### src/rtl/rom_dl_loader_if.sv
// Host download stream in, ROM write-port bus out.
// The host side (master) drives DL_*; the loader (slave) drives ROM_*.
interface rom_dl_loader_if #(
    parameter int AW   = 16,
    parameter int RSH  = 14,
    parameter int NREG = 4
);
    logic            DL_ACT;
    logic [7:0]      DL_INDEX;
    logic            DL_WR;
    logic [AW-1:0]   DL_ADDR;
    logic [7:0]      DL_DATA;
    logic [RSH-1:0]  ROM_AD;
    logic [7:0]      ROM_DI;
    logic [NREG-1:0] ROM_WE;

    // DL_WR is a one-cycle strobe with no back-pressure: every strobe seen while
    // loading is taken, and ROM_WE is a one-cycle write pulse one cycle later.
    modport master (
        output DL_ACT, DL_INDEX, DL_WR, DL_ADDR, DL_DATA,
        input  ROM_AD, ROM_DI, ROM_WE
    );

    modport slave (
        input  DL_ACT, DL_INDEX, DL_WR, DL_ADDR, DL_DATA,
        output ROM_AD, ROM_DI, ROM_WE
    );
endinterface

### src/rtl/rom_dl_loader.sv
// Download loader: decodes host bytes into region ROM writes, tracks progress,
// and releases the core from reset once this index has finished loading.
module rom_dl_loader #(
    parameter int AW   = 16,
    parameter int RSH  = 14,
    parameter int NREG = 4,
    parameter int IDX  = 0
) (
    input  logic            CLK,
    input  logic            RESET_N,
    rom_dl_loader_if.slave  bus,
    output logic            CORE_RST,
    output logic            READY,
    output logic            ERR,
    output logic [AW:0]     BYTES,
    output logic [15:0]     CSUM,
    output logic [1:0]      DBG_STATE
);
    localparam int RW = AW - RSH;
    localparam logic [7:0]  IDX_L  = 8'(IDX);
    localparam logic [RW:0] NREG_L = (RW + 1)'(NREG);

    typedef enum logic [1:0] {
        S_IDLE  = 2'd0,
        S_LOAD  = 2'd1,
        S_FLUSH = 2'd2,
        S_DONE  = 2'd3
    } state_e;

    state_e          state_q;
    logic            active_q;
    logic [RSH-1:0]  rom_ad_q;
    logic [7:0]      rom_di_q;
    logic [NREG-1:0] rom_we_q;
    logic            ready_q;
    logic            core_rst_q;
    logic            err_q;
    logic [AW:0]     bytes_q, bytes_d;
    logic [15:0]     csum_q, csum_d;

    logic            active;
    logic            rise;
    logic [RW-1:0]   region;
    logic            in_range;
    logic [NREG-1:0] we_onehot;

    // Another index on the bus counts as inactive: a different loader owns it.
    assign active   = bus.DL_ACT && (bus.DL_INDEX == IDX_L);
    assign rise     = active && !active_q;
    assign region   = bus.DL_ADDR[AW-1:RSH];
    assign in_range = ({1'b0, region} < NREG_L);

    always_comb begin
        we_onehot = '0;
        if (in_range) we_onehot[region] = 1'b1;
    end

    assign bytes_d = (bytes_q == '1) ? bytes_q : bytes_q + (AW + 1)'(1);
    assign csum_d  = csum_q + {8'd0, bus.DL_DATA};

    always_ff @(posedge CLK) begin
        if (!RESET_N) begin
            state_q    <= S_IDLE;
            active_q   <= 1'b0;
            rom_ad_q   <= '0;
            rom_di_q   <= '0;
            rom_we_q   <= '0;
            ready_q    <= 1'b0;
            core_rst_q <= 1'b1;
            err_q      <= 1'b0;
            bytes_q    <= '0;
            csum_q     <= '0;
        end else begin
            active_q <= active;
            rom_we_q <= '0;
            case (state_q)
                S_IDLE, S_DONE: begin
                    if (rise) begin
                        state_q    <= S_LOAD;
                        bytes_q    <= '0;
                        csum_q     <= '0;
                        err_q      <= 1'b0;
                        ready_q    <= 1'b0;
                        core_rst_q <= 1'b1;
                    end
                end
                S_LOAD: begin
                    // A strobe in the cycle Active drops is still taken; FLUSH retires it.
                    if (bus.DL_WR) begin
                        rom_ad_q <= bus.DL_ADDR[RSH-1:0];
                        rom_di_q <= bus.DL_DATA;
                        rom_we_q <= we_onehot;
                        bytes_q  <= bytes_d;
                        csum_q   <= csum_d;
                        if (!in_range) err_q <= 1'b1;
                    end
                    if (!active) state_q <= S_FLUSH;
                end
                S_FLUSH: begin
                    state_q    <= S_DONE;
                    ready_q    <= 1'b1;
                    core_rst_q <= 1'b0;
                end
                default: state_q <= S_IDLE;
            endcase
        end
    end

    assign bus.ROM_AD = rom_ad_q;
    assign bus.ROM_DI = rom_di_q;
    assign bus.ROM_WE = rom_we_q;
    assign CORE_RST   = core_rst_q;
    assign READY      = ready_q;
    assign ERR        = err_q;
    assign BYTES      = bytes_q;
    assign CSUM       = csum_q;
    assign DBG_STATE  = state_q;
endmodule

### src/flat_wrapper.sv
// flat-port wrapper written by rule: the top's interface ports become plain ports
module rom_dl_loader_flat 
#(
    parameter int AW   = 16,
    parameter int RSH  = 14,
    parameter int NREG = 4,
    parameter int IDX  = 0
)
  (CLK, RESET_N, CORE_RST, READY, ERR, BYTES, CSUM, DBG_STATE, bus_DL_ACT, bus_DL_INDEX, bus_DL_WR, bus_DL_ADDR, bus_DL_DATA, bus_ROM_AD, bus_ROM_DI, bus_ROM_WE);
  rom_dl_loader_if #(.AW(AW), .RSH(RSH), .NREG(NREG)) bus_i ();
  input  logic CLK;
  input  logic RESET_N;
  output logic CORE_RST;
  output logic READY;
  output logic ERR;
  output logic [AW:0] BYTES;
  output logic [15:0] CSUM;
  output logic [1:0] DBG_STATE;
  input wire logic [$bits(bus_i.DL_ACT)-1:0] bus_DL_ACT;
  input wire logic [$bits(bus_i.DL_INDEX)-1:0] bus_DL_INDEX;
  input wire logic [$bits(bus_i.DL_WR)-1:0] bus_DL_WR;
  input wire logic [$bits(bus_i.DL_ADDR)-1:0] bus_DL_ADDR;
  input wire logic [$bits(bus_i.DL_DATA)-1:0] bus_DL_DATA;
  output wire logic [$bits(bus_i.ROM_AD)-1:0] bus_ROM_AD;
  output wire logic [$bits(bus_i.ROM_DI)-1:0] bus_ROM_DI;
  output wire logic [$bits(bus_i.ROM_WE)-1:0] bus_ROM_WE;
  assign bus_i.DL_ACT = bus_DL_ACT;
  assign bus_i.DL_INDEX = bus_DL_INDEX;
  assign bus_i.DL_WR = bus_DL_WR;
  assign bus_i.DL_ADDR = bus_DL_ADDR;
  assign bus_i.DL_DATA = bus_DL_DATA;
  assign bus_ROM_AD = bus_i.ROM_AD;
  assign bus_ROM_DI = bus_i.ROM_DI;
  assign bus_ROM_WE = bus_i.ROM_WE;
  rom_dl_loader #(.AW(AW), .RSH(RSH), .NREG(NREG), .IDX(IDX)) u_core (.CLK(CLK), .RESET_N(RESET_N), .bus(bus_i), .CORE_RST(CORE_RST), .READY(READY), .ERR(ERR), .BYTES(BYTES), .CSUM(CSUM), .DBG_STATE(DBG_STATE));
endmodule
### config.mk
export PLATFORM = sky130hd
export DESIGN_NAME = rom_dl_loader_flat
export DESIGN_NICKNAME = d
export VERILOG_FILES = /design/src/rtl/rom_dl_loader_if.sv /design/src/rtl/rom_dl_loader.sv /design/src/flat_wrapper.sv
export SDC_FILE = /design/constraint.sdc
export NUM_CORES = 1
export LEC_CHECK = 0
export BUFFER_PORTS_ARGS = -buffer_cell sky130_fd_sc_hd__buf_2
export CORE_MARGIN = 2
export CORE_UTILIZATION = 51
export CTS_CLUSTER_DIAMETER = 100
export CTS_CLUSTER_SIZE = 20
export DETAILED_ROUTE_END_ITERATION = 8
export MAX_ROUTING_LAYER = met4
export PLACE_DENSITY = 0.76
export SYNTH_ARGS = -nofsm -noshare
export SYNTH_HDL_FRONTEND = slang
export SYNTH_SLANG_ARGS = --single-unit
### constraint.sdc
create_clock -name CLK -period 2.3 [get_ports CLK]
set_input_delay 0.23 -clock CLK [delete_from_list [all_inputs] [get_ports CLK]]
set_output_delay 0.23 -clock CLK [all_outputs]
set_load 0.05 [all_outputs]
==> results by stage, run 1 <==
Pwr:
- The share of total power consumed by net switching is 34.7%.
- The combinational cell fraction of total power is 28.3%.
- The post-route total power is 3370 uW.
- Dividing total power by cell area gives a power density of 824 nW/um^2.
- The share of total power dissipated in sequential elements is 36.8%.
- The clock group share of total power is 34.9%.
- In this run the power spent charging and discharging nets is 1170 uW.
- In this run the static leakage power is 0.00190 uW.
- The highest ir drop seen on vdd is 508 uV.
- Cell internal power was estimated by the tool at 2200 uW.

Synth:
- In this run, distinct cell masters in the synthesized netlist total 51.
- Among all flip-flop cells after synthesis, the most frequent one is sky130_fd_sc_hd__dfxtp_1.
- The biggest area contributor in the post-synthesis netlist is sky130_fd_sc_hd__dfxtp_1.
- Yosys printed 0 warnings.
- The async set or reset register ratio after synthesis is 0%.
- The synthesized design contains 0 enable-type register cells.
- When the netlist entered floorplanning its net count stood at 423.
- Dividing the synthesized area by the synthesized cell count gives 8.37 sq um.
- The post-synthesis instance area is 3120 sq um.
- In the post-synthesis netlist, the biggest area contributors are sky130_fd_sc_hd__dfxtp_1, sky130_fd_sc_hd__nand2_1, sky130_fd_sc_hd__a21oi_1.
- The register area share after synthesis is 41.0%.
- The post-synthesis register bit count is 64.
- Synthesis produced 373 cells.
- The top-area cell type share of the netlist area is 41.0%.

Cells and area:
- The leading cell type in the layout, fill and taps excluded is sky130_fd_sc_hd__buf_2.
- The final core area utilization is 69.1%.
- The layout-stage area growth over the synthesis result is 31.0%.
- The top cell types in the final layout, fill and taps aside, are sky130_fd_sc_hd__buf_2, sky130_fd_sc_hd__nand2_1, sky130_fd_sc_hd__dfxtp_1.
- The number of nets in the layout is 535.
- The diode insertion count for antenna repair is 0.
- Of the cells placed in the final design, the portion with a size suffix greater than 1 is 35.7%.
- The final-layout fill cell count is 521.

Floorplan:
- The floorplan step set the die height to 82.3 um.
- In this run the core area contains 28 standard-cell rows.
- The boundary pin count is 100.
- The initial cell density of the core is 52.7%.
- The die is 82.3 um wide.
- The floorplan step defined a die boundary enclosing 6770 sq um.
- The floorplan core area is 5920 sq um.

Global route:
- Global routing used 24.1% of the available tracks across all layers.
- The number of antenna violations at the first check in global routing is 0.
- The total grt overflow is 0.
- The via count of the first global-routing pass is 2735.
- Entering global routing, the biggest net connects 34 pins.
- The first-pass GRT wire length is 12400 um.

Critical path:
- At the worst endpoint, the arrival time is 2460 ps.
- Traced cell by cell, the critical path runs through nand4_1, nor2_1, and3_1, and4_1, ha_1, nand2_2, o21ai_1, buf_4, or4_1, a21oi_1.
- The buffers plus inverters on the worst setup path is 1.
- STA classifies the critical path endpoint as a flip-flop.
- The kind of launch point of the worst setup path is a flip-flop.
- The standard cell with the maximum stage delay on the critical path is sky130_fd_sc_hd__or4_1.
- The family with the most delay on the worst path is simple AND/OR/NAND/NOR gates.
- For this run, the slowest stage of the critical path takes 490 ps.
- The start-to-end type of the worst setup path is flip-flop to flip-flop.
- STA puts the critical path data required time at 2570 ps.
- Of all nets on the critical path, the largest fanout is 11.

Drt:
- For this run, design rule violations remaining after detail routing come to 0.
- The via count of the routed design is 3131.
- The first-iteration detailed-routing DRC count is 175.
- The mean routed wirelength per cell is 14.2 um.
- The final routed wirelength across all metal layers is 8000 um.
- The first-pass iteration count of the detailed router is 4.
- The remaining antenna violation count after routing is 0.
- Using the TritonRoute via totals, the vias-per-cell ratio works out to 5.54.

Placement:
- Timing analysis after detailed placement gives a worst setup slack of 34.6 ps.
- Routability-driven placement finished with a final weighted congestion of 0.859.
- The wire-length estimate of the detail-placed layout is 5680 um.
- The number of port buffers is 98.

Run status:
- The flow ran to the end, and the final reports show no timing, DRC or antenna violations.

Clock network:
- After clock tree synthesis, the clock-pin slew on the worst setup and hold paths is 80 ps.
- For this design, the sink count on the clock tree is 64.
- The post-cts hold buffer count is 0.
- The latest clock arrival within the worst-skew pair is 340 ps.
- The clock passes through at most 2 buffers.
- TritonCTS created 9 clock buffers.
- In this run the number of H-tree levels came out at 3.
- Once the clock tree was built, the setup fixing pass inserted 0 buffers.
- The clock tree root driver cell is sky130_fd_sc_hd__clkbuf_8.
- The CTS tree is done.

Min path:
- The class of the tightest hold or removal check is input port to flip-flop.

Timing:
- The count of final hold-check violations is 0.
- Static timing analysis puts the maximum clock frequency at 0.456 GHz.
- The period utilization is 95.3%.
- The final setup TNS is 0 ps.
- The setup slack after layout is 107 ps.
- The final-report max-slew violation count came to 0.
- The clock tree skew after final layout is 10.5 ps.
- Setup repair after global routing left no endpoint under its margin.
- The final setup violation count is 0.
- The tightest hold path in the finished design has a slack of 74.5 ps.
- The final critical path time including I/O delays and setup is 2190 ps.

Job:
- Across the run, the number of max-cap violations was 0.
registers in the layout (all words and copies together), names as in the netlist:
register	cells
u_core.BYTES	17
u_core.CORE_RST	1
u_core.CSUM	16
u_core.DBG_STATE	2
u_core.READY	1
u_core.active_q	1
u_core.bus.ROM_AD	14
u_core.bus.ROM_DI	8
u_core.bus.ROM_WE	4
power groups by stage:
stage	logic [uW]	registers, uW	clock network [uW]
finish	955	1240	1180
global route	1040	1260	1250
CTS	943	1240	1190
detailed placement	938	1270	0
global placement	922	1270	0
floorplan	396	1540	0
cells by family after synthesis:
group                    after synthesis  share of synthesized area (%)
AO/OA/AOI/OAI                         91                           18.6
XOR/XNOR                               9                           2.52
adder cells (fa/ha/maj)               14                           5.85
buffers and inverters                 28                           3.93
flip-flops                            64                           41.0
multiplexers                           9                           2.88
other                                  1                          0.120
AND/OR/NAND/NOR                      157                           25.1
cell type report:
type | instances | area, sq um | share of cell area, %
well taps | 75 | 93.8 | 2.29
flip-flops and latches | 64 | 1310 | 31.9
clock buffers | 11 | 163 | 3.97
repair buffers | 121 | 663 | 16.2
clock inverters | 5 | 83.8 | 2.05
inverters | 8 | 30.0 | 0.734
multi-input cells | 281 | 1750 | 42.8
final timing paths:
check | start | end | slack (ps) | cells after the start
worst max-delay path | u_core.BYTES[5] | u_core.BYTES[7] | 110 | 10
worst min register to register | u_core.bus.ROM_DI[1] | u_core.bus.ROM_DI[1] | 450 | 2
worst max register to register | u_core.BYTES[5] | u_core.BYTES[7] | 110 | 10
worst min-delay path | bus_DL_ADDR[14] | u_core.bus.ROM_WE[2] | 70 | 2
per-stage QoR:
stage / std cells / area (sq um)
2_1_floorplan: 373 / 3150
3_3_place_gp: 549 / 3810
3_5_place_dp: 549 / 3810
4_1_cts: 565 / 4060
5_1_grt: 565 / 4090
6_report: 565 / 4090
synthesized netlist by cell type, types with 4 or more instances:
| master | n |
|---|---|
| sky130_fd_sc_hd__inv_1 | 7 |
| sky130_fd_sc_hd__nor4_1 | 5 |
| sky130_fd_sc_hd__o21ai_0 | 10 |
| sky130_fd_sc_hd__mux2i_1 | 9 |
| sky130_fd_sc_hd__ha_1 | 13 |
| sky130_fd_sc_hd__or2_2 | 11 |
| sky130_fd_sc_hd__xnor2_1 | 4 |
| sky130_fd_sc_hd__nand4_1 | 4 |
| sky130_fd_sc_hd__clkbuf_1 | 15 |
| sky130_fd_sc_hd__nor2b_1 | 4 |
| sky130_fd_sc_hd__o31ai_1 | 4 |
| sky130_fd_sc_hd__a21o_1 | 5 |
| sky130_fd_sc_hd__nand3_1 | 16 |
| sky130_fd_sc_hd__and3_1 | 9 |
| sky130_fd_sc_hd__nor2_1 | 14 |
| sky130_fd_sc_hd__o211ai_1 | 5 |
| sky130_fd_sc_hd__dfxtp_1 | 64 |
| sky130_fd_sc_hd__xor2_1 | 5 |
| sky130_fd_sc_hd__a21oi_1 | 44 |
| sky130_fd_sc_hd__o21a_1 | 5 |
| sky130_fd_sc_hd__or4_1 | 6 |
| sky130_fd_sc_hd__or3_1 | 4 |
| sky130_fd_sc_hd__nand2_1 | 68 |
layer usage:
layer	global-route usage, %	vias to the layer above	share of wire [%]
met5	-	-	0
met1	29.7	1442	44
met4	10.0	0	1.5
met2	38.2	117	47
li1	-	1558	-
met3	5.43	14	7.7
what timing repair did:
| action | in CTS | in global routing |
|---|---|---|
| hold endpoints to repair | 0 | 0 |
| setup endpoints to repair | 0 | 11 |
| gates resized for setup | 0 | 10 |
No activity file was read; power rests on OpenSTA's default activity.
==> inputs of run 2 (changes only) <==
--- a/config.mk
+++ b/config.mk
@@ -5,14 +5,14 @@
 export SDC_FILE = /design/constraint.sdc
 export NUM_CORES = 1
 export LEC_CHECK = 0
-export BUFFER_PORTS_ARGS = -buffer_cell sky130_fd_sc_hd__buf_2
 export CORE_MARGIN = 2
-export CORE_UTILIZATION = 51
+export CORE_UTILIZATION = 59
 export CTS_CLUSTER_DIAMETER = 100
 export CTS_CLUSTER_SIZE = 20
 export DETAILED_ROUTE_END_ITERATION = 8
+export DONT_BUFFER_PORTS = 1
 export MAX_ROUTING_LAYER = met4
-export PLACE_DENSITY = 0.76
+export PLACE_DENSITY = 0.71
 export SYNTH_ARGS = -nofsm -noshare
 export SYNTH_HDL_FRONTEND = slang
 export SYNTH_SLANG_ARGS = --single-unit
==> run 2 against run 1 <==
  * Non-clock buffer count fell by 70
  * Global-route usage rose by 3.0 points
  * Register-to-register slack improved by 20 ps
  * Worst setup slack improved by 15 ps
  * Via count fell by 9.0%
  * Routed wire length fell by 6.4%
  * First-iteration DRC count fell by 20%
  * Worst hold slack got worse by 70 ps
  * Highest routed layer unchanged
==> results by stage, run 2 (same netlist as run 1, synthesis figures left out) <==
Clock network:
- The cell sitting at the root of the clock tree is a sky130_fd_sc_hd__clkbuf_8.
- TritonCTS built the clock tree.
- The worst-case clock buffer depth is 2 (unchanged).
- The post-CTS setup buffer count is 0 (unchanged).
- The number of CTS-inserted buffers came to 9 (unchanged).
- The post-CTS clock slew at the launch and capture registers of the worst setup and hold paths is 70 ps (about the same).
- The latest clock arrival within the worst-skew pair is 350 ps (about the same).
- The TritonCTS sink count was 64 (unchanged).
- The number of H-tree levels was 3 (unchanged).

Critical path:
- The start-to-end type of the worst setup path is flip-flop to flip-flop.
- The beginning of the critical path is u_core.CSUM[1].
- The largest fanout on the critical path came to 4 (-7).
- The worst setup path is captured at a flip-flop.
- The slack of the worst reg-to-reg path is 120 ps (+20 ps).
- The endpoint of the lowest-slack register-to-register path is u_core.CSUM[15].
- The required time at the endpoint of the critical path is 2580 ps (about the same).
- The arrival time at the worst endpoint came to 2460 ps (about the same).
- The worst register-to-register path begins at u_core.CSUM[1].
- The worst setup path is launched from a flip-flop.
- The worst-case reg-to-reg path depth is 7 (-3).

Pwr:
- The share of power burned in registers is 47.0% (+10 points).
- The leakage power of the design was 0.00154 uW (-19%).
- The highest ir drop seen on vdd was 876 uV (+72%).
- The power per cell area is 821 nW/um^2 (-0.39%).
- The combinational cell fraction of total power was 21.0% (-7.3 points).
- The net switching component of the power was 1100 uW (-6.4%).
- The share of total power consumed by net switching was 35.6% (+0.87 points).
- The clock group share of total power came to 32.0% (-2.9 points).
- The design internal power was 1980 uW (-9.9%).

Floorplan:
- The horizontal extent of the die is 76.8 um (-6.7%).
- The floorplan core area is 5110 sq um (-14%).
- The boundary pin count is 100 (unchanged).
- The initial cell density of the core is 61.1% (+8.4 points).
- The site row count is 26 (-7.1%).
- The total die area was 5890 sq um (-13%).
- The y dimension of the die came to 76.8 um (-6.7%).

Timing:
- The period utilization came to 94.7% (-0.66 points).
- The final setup violation count is 0 (unchanged).
- The final critical path time including I/O delays and setup came to 2180 ps (-15.3 ps).
- At the pin with the least slew margin, the transition time is 837 ps.
- The final setup TNS was 0 ps (unchanged).
- The final-report max-slew violation count was 0 (unchanged).
- The count of final hold-check violations is 0 (unchanged).
- The final hold slack is 4.12 ps (-70.4 ps).
- The clock tree skew after final layout is 6.90 ps (-3.59 ps).
- The achievable clock frequency is 0.459 GHz (+0.70%).
- The worst-case headroom to the max-slew limit is 44.2%.
- Setup repair after global routing left no endpoint under its margin.

Cells and area:
- Leaving out fill and tap cells, the most frequent cells in the layout are sky130_fd_sc_hd__nand2_1, sky130_fd_sc_hd__buf_4, sky130_fd_sc_hd__dfxtp_1.
- The diode insertion count for antenna repair was 0 (unchanged).
- The final-layout fill cell count is 432 (-17%).
- The number of nets in the layout is 465 (-13%).
- The leading cell type in the layout, fill and taps excluded is sky130_fd_sc_hd__nand2_1.
- From synthesis to final layout, the design area changed by 20.1%.
- The share of cells above drive strength 1 is 23.1% (-13 points).
- The flip-flop count of the largest register after layout is 17 (unchanged).
- The multi-input gate area in the final layout is 1740 sq um (-0.71%).
- The flip-flop and latch area is 1310 sq um (unchanged).

Drt:
- The first-iteration detailed-routing DRC count is 140 (-20%).
- The average vias per placed instance is 5.82 (+5.0%).
- The number of design rule violations left after detail routing is 0 (unchanged).
- The via count of the routed design is 2850 (-9.0%).
- The final routed wirelength across all metal layers is 7480 um (-6.4%).
- The first-pass iteration count of the detailed router is 4 (unchanged).
- The mean routed wirelength per cell came to 15.3 um (+7.9%).
- The remaining antenna violation count after routing is 0 (unchanged).

Global route:
- The first-pass GRT wire length is 12600 um (+0.94%).
- The total grt overflow came to 0 (unchanged).
- The maximum number of pins on one net before global-route repair is 33 (-2.9%).
- The via count of the first global-routing pass was 2789 (+2.0%).
- The number of antenna violations at the first check in global routing is 0 (unchanged).
- The overall global routing resource usage is 27.1% (+3.0 points).

Min path:
- In this run the most critical hold path is launched from RESET_N.
- The hold path depth is 1 (-1).
- In this run the worst hold path is classified as input port to flip-flop.
- The path with the worst hold slack has its endpoint at u_core.DBG_STATE[0].

Placement:
- The routability congestion estimate from global placement is 0.868 (+1.0%).
- The half-perimeter wire length after detailed placement is 5370 um (-5.6%).
- The number of port buffers was 0 (-100%).

Job:
- The number of max-cap violations is 0 (unchanged).

Run status:
- The flow ran to the end, and the final reports show no timing, DRC or antenna violations.
## run 2: how the worst max path moves through the flow
stage                                  to  slack (ps)  cells after the start
after CTS                 u_core.CSUM[12]          70                      8
after global routing      u_core.BYTES[6]           3                     10
after global placement    u_core.CSUM[12]         130                      8
final                     u_core.CSUM[15]         120                      7
after detailed placement  u_core.CSUM[12]          90                      8
after floorplan           u_core.BYTES[8]           9                     11
## run 2: stage by stage
stage | power (uW) | setup WS, ps | utilization, % | cell area, sq um | instances
2_1_floorplan | 1940 | 9.15 | - | 3150 | 373
3_3_place_gp | 2100 | 128 | 68.8 | 3510 | 472
3_5_place_dp | 2110 | 92.4 | 68.8 | 3510 | 472
4_1_cts | 3090 | 73.0 | 73.1 | 3730 | 490
5_1_grt | 3220 | 3.29 | 73.4 | 3750 | 490
6_report | 3080 | 122 | 73.4 | 3750 | 490
## run 2: critical path, cell delays in order, from the launching register on
cell	delay [ps]
sky130_fd_sc_hd__dfxtp_2	340
sky130_fd_sc_hd__ha_1	290
sky130_fd_sc_hd__a211oi_1	370
sky130_fd_sc_hd__o21bai_1	160
sky130_fd_sc_hd__a2111oi_0	450
sky130_fd_sc_hd__buf_4	190
sky130_fd_sc_hd__or4_1	140
sky130_fd_sc_hd__mux2i_1	180
## run 2: power by group through the flow
stage	sequential (uW)	clock, uW	combinational, uW
after floorplan	1540	0	396
after global placement	1470	0	623
after detailed placement	1470	0	639
after CTS	1450	991	646
after global routing	1460	1040	728
final	1450	987	646
## run 2: final cells by class
type                    count  area share (%)
clock buffers              13            4.24
multi-input cells         281            46.4
well taps                  70            2.33
repair buffers             51            10.3
clock inverters             3            1.07
flip-flops and latches     64            34.9
inverters                   8           0.801
## run 2: timing repair
item / 4_1_cts / 5_1_grt
hold buffers: 2 / 0
endpoints found under the setup margin: 0 / 10
hold endpoints to repair: 3 / 0
resized for setup: 0 / 6
## run 2: metal layers
| metal | up-vias | global-route usage, % | share of wire (%) |
|---|---|---|---|
| met1 | 1334 | 31.4 | 43 |
| li1 | 1416 | - | - |
| met3 | 14 | 7.76 | 7.1 |
| met2 | 86 | 44.3 | 48 |
| met4 | 0 | 11.3 | 1.5 |
| met5 | - | - | 0 |
